--- config.mk ---
export PLATFORM = sky130hd
export DESIGN_NAME = dense_layer_seq_flat
export DESIGN_NICKNAME = d
export VERILOG_FILES = /design/src/rtl/dense_layer_seq_if.sv /design/src/rtl/dense_layer_seq.sv /design/src/flat_wrapper.sv
export SDC_FILE = /design/constraint.sdc
export NUM_CORES = 1
export LEC_CHECK = 0
export BUFFER_PORTS_ARGS = -buffer_cell sky130_fd_sc_hd__clkbuf_2
export CORE_MARGIN = 2
export CORE_UTILIZATION = 45
export CTS_CLUSTER_SIZE = 16
export DETAILED_ROUTE_END_ITERATION = 7
export GPL_ROUTABILITY_DRIVEN = 1
export HOLD_SLACK_MARGIN = 0.12
export PLACE_DENSITY = 0.66
export SYNTH_ARGS = -nofsm -noshare
export SYNTH_HDL_FRONTEND = slang
export SYNTH_SLANG_ARGS = --single-unit
--- constraint.sdc ---
create_clock -name clk -period 9.45 [get_ports clk]
set_input_delay 0.945 -clock clk [delete_from_list [all_inputs] [get_ports clk]]
set_output_delay 0.945 -clock clk [all_outputs]
set_load 0.005 [all_outputs]
--- src/rtl/dense_layer_seq_if.sv ---
// Control, activation, result and parameter-memory bundle of the sequential dense layer.
// Latency: none, wires only.
// Backpressure: none; start/busy handshake, memory data returns one cycle after the read.
interface dense_layer_seq_if #(
    parameter int N_IN   = 15,
    parameter int N_OUT  = 30,
    parameter int DW     = 8,
    parameter int MEM_AW = 9
);
    logic                   start;
    logic [N_IN*DW-1:0]     in_vec;
    logic                   busy;
    logic                   out_valid;
    logic [N_OUT*DW-1:0]    out_vec;
    logic                   mem_rd;
    logic [MEM_AW-1:0]      mem_addr;
    logic [DW-1:0]          mem_data;

    modport master (
        output start, in_vec, mem_data,
        input  busy, out_valid, out_vec, mem_rd, mem_addr
    );

    modport slave (
        input  start, in_vec, mem_data,
        output busy, out_valid, out_vec, mem_rd, mem_addr
    );
endinterface

--- src/rtl/dense_layer_seq.sv ---
// Time-multiplexed fully-connected layer: one signed MAC shared by all neurons, bias, rescale, ReLU, saturation.
// Latency: N_OUT*(N_IN+2)+1 cycles from accepted start to the out_valid pulse.
// Backpressure: start is honoured only while idle; requests during a run are dropped, not queued.
module dense_layer_seq #(
    parameter int N_IN   = 15,
    parameter int N_OUT  = 30,
    parameter int DW     = 8,
    parameter int ACC_W  = 32,
    parameter int FRAC   = 7,
    parameter int RELU   = 1,
    parameter int MEM_AW = 9
) (
    input  logic              clk,
    input  logic              reset,
    dense_layer_seq_if.slave  bus
);
    localparam int KW = $clog2(N_IN + 2);
    localparam int NW = (N_OUT > 1) ? $clog2(N_OUT) : 1;

    localparam logic [KW-1:0]            K_LAST_RD = KW'(N_IN);
    localparam logic [KW-1:0]            K_BIAS    = KW'(N_IN + 1);
    localparam logic [NW-1:0]            N_LAST    = NW'(N_OUT - 1);
    localparam logic [MEM_AW-1:0]        ADDR_STEP = MEM_AW'(N_IN + 1);
    localparam logic signed [ACC_W-1:0]  SAT_MAX   = ACC_W'((64'sd1 <<< (DW - 1)) - 64'sd1);
    localparam logic signed [ACC_W-1:0]  SAT_MIN   = ~SAT_MAX;

    typedef enum logic [1:0] {IDLE, RUN, DONE} state_t;

    state_t                    state_q, state_d;
    logic [KW-1:0]             k_q, k_d;
    logic [NW-1:0]             n_q, n_d;
    logic [MEM_AW-1:0]         base_q, base_d;
    logic [MEM_AW-1:0]         addr_q, addr_d;
    logic signed [ACC_W-1:0]   acc_q, acc_d;
    logic [N_IN*DW-1:0]        in_sh_q, in_sh_d;
    logic [N_OUT*DW-1:0]       out_q, out_d;

    logic                      rd_c;
    logic [MEM_AW-1:0]         addr_c;

    // The captured activations rotate by one element per MAC, so the current
    // activation is always the low slot and a full neuron restores the order.
    logic signed [DW-1:0]      act;
    logic signed [DW-1:0]      wgt;
    logic signed [2*DW-1:0]    prod;
    logic signed [ACC_W-1:0]   prod_ext;
    logic signed [ACC_W-1:0]   bias_ext;
    logic signed [ACC_W-1:0]   biased;
    logic signed [ACC_W-1:0]   scaled;
    logic signed [ACC_W-1:0]   clamped;
    logic [DW-1:0]             res;

    assign act      = in_sh_q[DW-1:0];
    assign wgt      = bus.mem_data;
    assign prod     = act * wgt;
    assign prod_ext = {{(ACC_W-2*DW){prod[2*DW-1]}}, prod};
    assign bias_ext = {{(ACC_W-DW){wgt[DW-1]}}, wgt} <<< FRAC;
    assign biased   = acc_q + bias_ext;
    assign scaled   = biased >>> FRAC;

    // Optional ReLU followed by saturation to the signed DW-bit range.
    always_comb begin
        clamped = scaled;
        res     = scaled[DW-1:0];
        if ((RELU != 0) && (scaled < 0)) begin
            clamped = '0;
        end
        if (clamped > SAT_MAX) begin
            res = SAT_MAX[DW-1:0];
        end else if (clamped < SAT_MIN) begin
            res = SAT_MIN[DW-1:0];
        end else begin
            res = clamped[DW-1:0];
        end
    end

    // Next-state, memory request and datapath updates for the sequencer.
    always_comb begin
        state_d = state_q;
        k_d     = k_q;
        n_d     = n_q;
        base_d  = base_q;
        acc_d   = acc_q;
        in_sh_d = in_sh_q;
        out_d   = out_q;
        rd_c    = 1'b0;
        addr_c  = addr_q;
        case (state_q)
            IDLE: begin
                if (bus.start) begin
                    in_sh_d = bus.in_vec;
                    acc_d   = '0;
                    n_d     = '0;
                    k_d     = '0;
                    base_d  = '0;
                    state_d = RUN;
                end
            end
            RUN: begin
                if (k_q <= K_LAST_RD) begin
                    rd_c   = 1'b1;
                    addr_c = base_q + MEM_AW'(k_q);
                end
                if (k_q == K_BIAS) begin
                    out_d[n_q*DW +: DW] = res;
                    acc_d  = '0;
                    k_d    = '0;
                    base_d = base_q + ADDR_STEP;
                    if (n_q == N_LAST) begin
                        state_d = DONE;
                    end else begin
                        n_d = n_q + 1'b1;
                    end
                end else begin
                    if (k_q != '0) begin
                        acc_d   = acc_q + prod_ext;
                        in_sh_d = {in_sh_q[DW-1:0], in_sh_q[N_IN*DW-1:DW]};
                    end
                    k_d = k_q + 1'b1;
                end
            end
            DONE: begin
                state_d = IDLE;
            end
            default: begin
                state_d = IDLE;
            end
        endcase
        addr_d = addr_c;
    end

    // State and datapath registers; reset aborts any run in progress.
    always_ff @(posedge clk) begin
        if (reset) begin
            state_q <= IDLE;
            k_q     <= '0;
            n_q     <= '0;
            base_q  <= '0;
            addr_q  <= '0;
            acc_q   <= '0;
            in_sh_q <= '0;
            out_q   <= '0;
        end else begin
            state_q <= state_d;
            k_q     <= k_d;
            n_q     <= n_d;
            base_q  <= base_d;
            addr_q  <= addr_d;
            acc_q   <= acc_d;
            in_sh_q <= in_sh_d;
            out_q   <= out_d;
        end
    end

    assign bus.busy      = (state_q != IDLE);
    assign bus.out_valid = (state_q == DONE);
    assign bus.out_vec   = out_q;
    assign bus.mem_rd    = rd_c;
    assign bus.mem_addr  = addr_c;
endmodule

--- src/flat_wrapper.sv ---
// flat-port wrapper written by rule: the top's interface ports become plain ports
module dense_layer_seq_flat 
#(
    parameter int N_IN   = 15,
    parameter int N_OUT  = 30,
    parameter int DW     = 8,
    parameter int ACC_W  = 32,
    parameter int FRAC   = 7,
    parameter int RELU   = 1,
    parameter int MEM_AW = 9
)
  (clk, reset, bus_start, bus_in_vec, bus_mem_data, bus_busy, bus_out_valid, bus_out_vec, bus_mem_rd, bus_mem_addr);
  dense_layer_seq_if #(.N_IN(N_IN), .N_OUT(N_OUT), .DW(DW), .MEM_AW(MEM_AW)) bus_i ();
  input  logic clk;
  input  logic reset;
  input wire logic [$bits(bus_i.start)-1:0] bus_start;
  input wire logic [$bits(bus_i.in_vec)-1:0] bus_in_vec;
  input wire logic [$bits(bus_i.mem_data)-1:0] bus_mem_data;
  output wire logic [$bits(bus_i.busy)-1:0] bus_busy;
  output wire logic [$bits(bus_i.out_valid)-1:0] bus_out_valid;
  output wire logic [$bits(bus_i.out_vec)-1:0] bus_out_vec;
  output wire logic [$bits(bus_i.mem_rd)-1:0] bus_mem_rd;
  output wire logic [$bits(bus_i.mem_addr)-1:0] bus_mem_addr;
  assign bus_i.start = bus_start;
  assign bus_i.in_vec = bus_in_vec;
  assign bus_i.mem_data = bus_mem_data;
  assign bus_busy = bus_i.busy;
  assign bus_out_valid = bus_i.out_valid;
  assign bus_out_vec = bus_i.out_vec;
  assign bus_mem_rd = bus_i.mem_rd;
  assign bus_mem_addr = bus_i.mem_addr;
  dense_layer_seq #(.N_IN(N_IN), .N_OUT(N_OUT), .DW(DW), .ACC_W(ACC_W), .FRAC(FRAC), .RELU(RELU), .MEM_AW(MEM_AW)) u_core (.clk(clk), .reset(reset), .bus(bus_i));
endmodule
==> impl_metrics.prom <==
# TYPE chip_impl_metric gauge
chip_impl_metric{name="drt_iter0_markers",unit=""} 1416
chip_impl_metric{name="yosys.cell_types.count",unit=""} 72
chip_impl_metric{name="syn_nets",unit=""} 2937
chip_impl_metric{name="die_height",unit="µm"} 233.8
chip_impl_metric{name="area.growth.synth_to_final",unit="%"} 16.42
chip_impl_info{name="critPathMostFrequentCell",value="fa_1"} 1
chip_impl_metric{name="final.min_clock_period",unit="ns"} 6.742
chip_impl_metric{name="yosys_warnings",unit=""} 0
chip_impl_metric{name="design_area",unit="µm²"} 27650
chip_impl_metric{name="critical_path_required",unit="ns"} 9.96
chip_impl_info{name="start_point_of_the_worst_min_delay_path",value="u_core.acc_q[0]"} 1
chip_impl_metric{name="worst_slew_slack_as_a_fraction_of_its_limit",unit="%"} 16.82
chip_impl_metric{name="ir_drop",unit="mV"} 0.1920
chip_impl_metric{name="cts_inserted_buffers",unit=""} 48
chip_impl_metric{name="rows",unit=""} 84
chip_impl_metric{name="proportion_of_layout_cells_with_a_drive_suffix_above_1",unit="%"} 24.35
chip_impl_metric{name="routed_via_density",unit=""} 5.501
chip_impl_info{name="ys_dominant_reg_cell",value="dfxtp_1"} 1
chip_impl_metric{name="report.final.setup_viol",unit=""} 0
chip_impl_metric{name="report.final.slew_viol_count",unit=""} 0
chip_impl_metric{name="post-layout-total-power",unit="mW"} 7.515
chip_impl_metric{name="synth_enable_flop_cells",unit=""} 0
chip_impl_metric{name="count_of_state_elements_after_synthesis",unit=""} 418
chip_impl_info{name="cpMaxStageDelayCell",value="fa_1"} 1
chip_impl_metric{name="drc",unit=""} 0
chip_impl_metric{name="path_max_fanout",unit=""} 16
chip_impl_info{name="critical_path_class",value="in -> reg"} 1
chip_impl_info{name="grt_setup_unrepaired",value="no"} 1
chip_impl_metric{name="cts_setup_buffers",unit=""} 0
chip_impl_metric{name="clock-skew-final",unit="ns"} 0.01516
chip_impl_metric{name="post-route-period-util",unit="%"} 71.34
chip_impl_metric{name="grt_start_max_net_pins",unit=""} 134
chip_impl_metric{name="cp_slowest_stage_delay",unit="ns"} 0.81
chip_impl_info{name="critical-path-top-delay-family",value="adder cells"} 1
chip_impl_metric{name="place_ws",unit="ns"} 2.066
chip_impl_metric{name="grt_remaining_overflow",unit=""} 0
chip_impl_metric{name="count_of_cells_along_the_worst_register_to_register_path",unit=""} 19
chip_impl_metric{name="routability_cong",unit=""} 0.8685
chip_impl_metric{name="clock_tree.buffer_depth",unit=""} 3
chip_impl_metric{name="routedWlPerCell",unit="µm"} 18.87
chip_impl_metric{name="die_x_extent",unit="µm"} 233.8
chip_impl_info{name="worstHoldEndpoint",value="u_core.acc_q[0]"} 1
chip_impl_metric{name="worstSkewPairLatency",unit="ns"} 0.58
chip_impl_info{name="reg2reg_from",value="u_core.in_sh_q[7]"} 1
chip_impl_metric{name="maxCapViolations",unit=""} 0
chip_impl_metric{name="cts_hold_repair.buffers",unit=""} 0
chip_impl_metric{name="cp.arrival",unit="ns"} 7.25
chip_impl_info{name="tritoncts_clock_tree",value="yes"} 1
chip_impl_metric{name="rrSetupSlack",unit="ns"} 2.74
chip_impl_metric{name="dpl.hpwl",unit="µm"} 47770
chip_impl_info{name="cts-root-buf",value="clkbuf_16"} 1
chip_impl_info{name="holdCritPathClass",value="reg -> reg"} 1
chip_impl_metric{name="start_util",unit="%"} 45.38
chip_impl_metric{name="cts_resized",unit=""} 0
chip_impl_metric{name="detail_route.wirelength",unit="µm"} 67790
chip_impl_metric{name="via_count_of_the_first_global_routing_pass",unit=""} 19068
chip_impl_metric{name="clock_slew_seen_by_the_registers_of_the_worst_setup_and_hold_paths",unit="ns"} 0.07
chip_impl_metric{name="power-per-cell-area",unit="nW/µm²"} 271.8
chip_impl_metric{name="placed_area",unit="µm²"} 25990
chip_impl_metric{name="seq_area_frac_synth",unit="%"} 35.23
chip_impl_metric{name="cts.sink_count",unit=""} 418
chip_impl_info{name="r2r_end",value="u_core.acc_q[31]"} 1
chip_impl_metric{name="antenna_found_initial",unit=""} 3
chip_impl_metric{name="max_clock_freq",unit="MHz"} 148.3
chip_impl_metric{name="dieArea",unit="µm²"} 54640
chip_impl_metric{name="path_buf_inv",unit=""} 3
chip_impl_metric{name="io_pins",unit=""} 383
chip_impl_metric{name="core",unit="µm²"} 52340
chip_impl_metric{name="postRouteAntennaNets",unit=""} 0
chip_impl_metric{name="grt_first_pass_wirelength",unit="µm"} 105000
chip_impl_metric{name="worstHoldPathCells",unit=""} 2
chip_impl_metric{name="final_stage_net_count",unit=""} 3238
chip_impl_metric{name="setup_total_negative_slack",unit="ns"} 0
chip_impl_info{name="cp-start-kind",value="input pin"} 1
chip_impl_metric{name="power.static_leakage",unit="nW"} 12.51
chip_impl_metric{name="syn_area_per_cell",unit="µm²"} 9.257
chip_impl_metric{name="timing_hold_violations_final",unit=""} 0
chip_impl_metric{name="postSynth.asyncResetShare",unit="%"} 0
chip_impl_info{name="outcome",value="finished, final reports clean"} 1
chip_impl_metric{name="grtUsageTotal",unit="%"} 24.02
chip_impl_metric{name="syn_area",unit="µm²"} 23750
chip_impl_metric{name="count_of_vias_placed_by_the_detailed_router",unit=""} 19759
chip_impl_metric{name="synthesis.instances",unit=""} 2566
chip_impl_metric{name="buffer_ports.inserted",unit=""} 382
chip_impl_metric{name="cts-htree-levels",unit=""} 2
chip_impl_metric{name="dr_pass1_iterations",unit=""} 5
chip_impl_info{name="cp_cell_sequence",value="clkbuf_2 -> and2_1 -> fa_1 -> inv_1 -> fa_1 -> fa_1 -> inv_1 -> fa_1 -> ha_1 -> ha_1 -> and4_1 -> and3_1 -> o2bb2ai_1 -> o31ai_1 -> a211oi_1 -> or3_1 -> a31oi_1 -> xnor2_1 -> or4_1 -> o21ai_0"} 1
chip_impl_info{name="worst_setup_path_end_kind",value="flop"} 1
chip_impl_metric{name="worst_slew_pin_slew",unit="ns"} 1.245
chip_impl_metric{name="setup_slack",unit="ns"} 2.708
## synth_stat cells, drive strengths merged (5+ instances only)
cell type	instances	area [µm²]
dfxtp	418	8368
nand2	351	1318
o21ai	247	1987
nand3b	211	1584
inv	194	728.2
nor2	186	698.2
fa	137	2743
clkbuf	128	480.5
a311oi	123	1077
ha	103	1289
a21oi	62	314.1
or3	40	251.5
xnor2	34	297.8
and2	31	193.9
and3b	30	262.8
a21o	28	212.7
buf	26	264.0
nand3	25	125.1
a22oi	21	157.7
nor2b	19	118.9
nand2b	18	112.6
xor2	18	157.7
nor4	14	198.9
nand4	12	90.09
and3	11	68.82
a211oi	9	72.57
a31oi	8	50.05
o21a	6	45.04
o21bai	5	37.54
## worst max path at each step
stage,from,slack [ns],endpoint,cells past startpoint
floorplan,bus_mem_data[3],2.40,u_core.acc_q[31],19
global placement,bus_mem_data[2],2.25,u_core.acc_q[31],20
detailed placement,bus_mem_data[2],2.07,u_core.acc_q[31],20
CTS,u_core.in_sh_q[7],2.67,u_core.acc_q[31],19
global route,u_core.in_sh_q[7],2.20,u_core.acc_q[31],19
finish,bus_mem_data[3],2.71,u_core.acc_q[31],20
## registers in the layout (all words and copies together), names as in the netlist
signal              count
u_core.in_sh_q        120
u_core.base_q           5
u_core.k_q              5
u_core.state_q          2
u_core.acc_q           32
u_core.n_q              5
u_core.addr_q           9
u_core.bus.out_vec    240
## cells by family (layout without fill, tap and decap cells)
| group | count (synthesis) | count (layout) | share of synthesized area (%) |
|---|---|---|---|
| fa+ha+maj | 240 | 240 | 16.97 |
| compound gates | 539 | 539 | 17.82 |
| mux | 3 | 3 | 0.1369 |
| buf+inv | 348 | 685 | 6.200 |
| xor+xnor | 52 | 52 | 1.917 |
| simple gates | 966 | 966 | 21.72 |
| other cells | 0 | 1 | 0 |
| flops | 418 | 418 | 35.23 |
## area by class of cell
cell class	count	area (µm²)
Sequential cell	418	8368
Clock buffer	70	1425
Antenna cell	1	2.502
Fill cell	4834	24690
Inverter	194	728.2
Multi-Input combinational cell	1800	13940
Tap cell	688	860.8
Timing Repair Buffer	405	2095
Clock inverter	16	231.5
## through the flow
step | utilization (%) | hold slack [ns] | std cells
final | 52.84 | 0.4598 | 3592
after global routing | 52.83 | 0.4867 | 3591
after CTS | 52.83 | 0.4617 | 3591
after detailed placement | 49.67 | 0.4521 | 3505
after global placement | 49.67 | 0.4414 | 3505
after floorplan | - | 0.4319 | 2566
## where the power goes
| part | internal, mW | leakage (nW) | switching, mW | total (mW) |
|---|---|---|---|---|
| Clock | 1.18 | 0.810 | 0.774 | 1.96 |
| Combinational | 1.47 | 8.30 | 2.10 | 3.57 |
| Sequential | 1.88 | 3.40 | 0.108 | 1.99 |
| Total | 4.54 | 12.5 | 2.98 | 7.51 |
## worst register-to-register path: cells and delay by family, from the launching register on
kind	cells	cell delay [ns]
adders and majority gates	6	3.19
xor gates and xnor gates	1	0.10
AOI/OAI and AO/OA	5	0.99
buffers and inverters	2	0.23
DFF	1	0.59
and+or+nand+nor	5	1.53
## layout by cell type, fill, tap and decap left out, types with 25 or more instances in the layout
| master | instances |
|---|---|
| fa_1 | 137 |
| and3b_1 | 30 |
| ha_1 | 103 |
| inv_1 | 194 |
| a21oi_1 | 61 |
| nand3b_1 | 211 |
| clkbuf_16 | 49 |
| or3_1 | 39 |
| xnor2_1 | 33 |
| a311oi_1 | 123 |
| and2_1 | 31 |
| o21ai_0 | 32 |
| a21o_1 | 26 |
| nor2_1 | 185 |
| nand2_1 | 351 |
| clkbuf_2 | 381 |
| dfxtp_1 | 418 |
| o21ai_2 | 200 |
| nand3_1 | 25 |
## layer usage
| layer | vias up | GRT usage [%] | routed length, µm |
|---|---|---|---|
| met1 | 9614 | 31.43 | 29400 |
| met5 | - | 0 | 39 |
| met3 | 107 | 4.888 | 4345 |
| met2 | 561 | 40.48 | 32440 |
| met4 | 6 | 6.191 | 1569 |
| li1 | 9471 | - | - |
No activity file was read; power rests on OpenSTA's default activity.
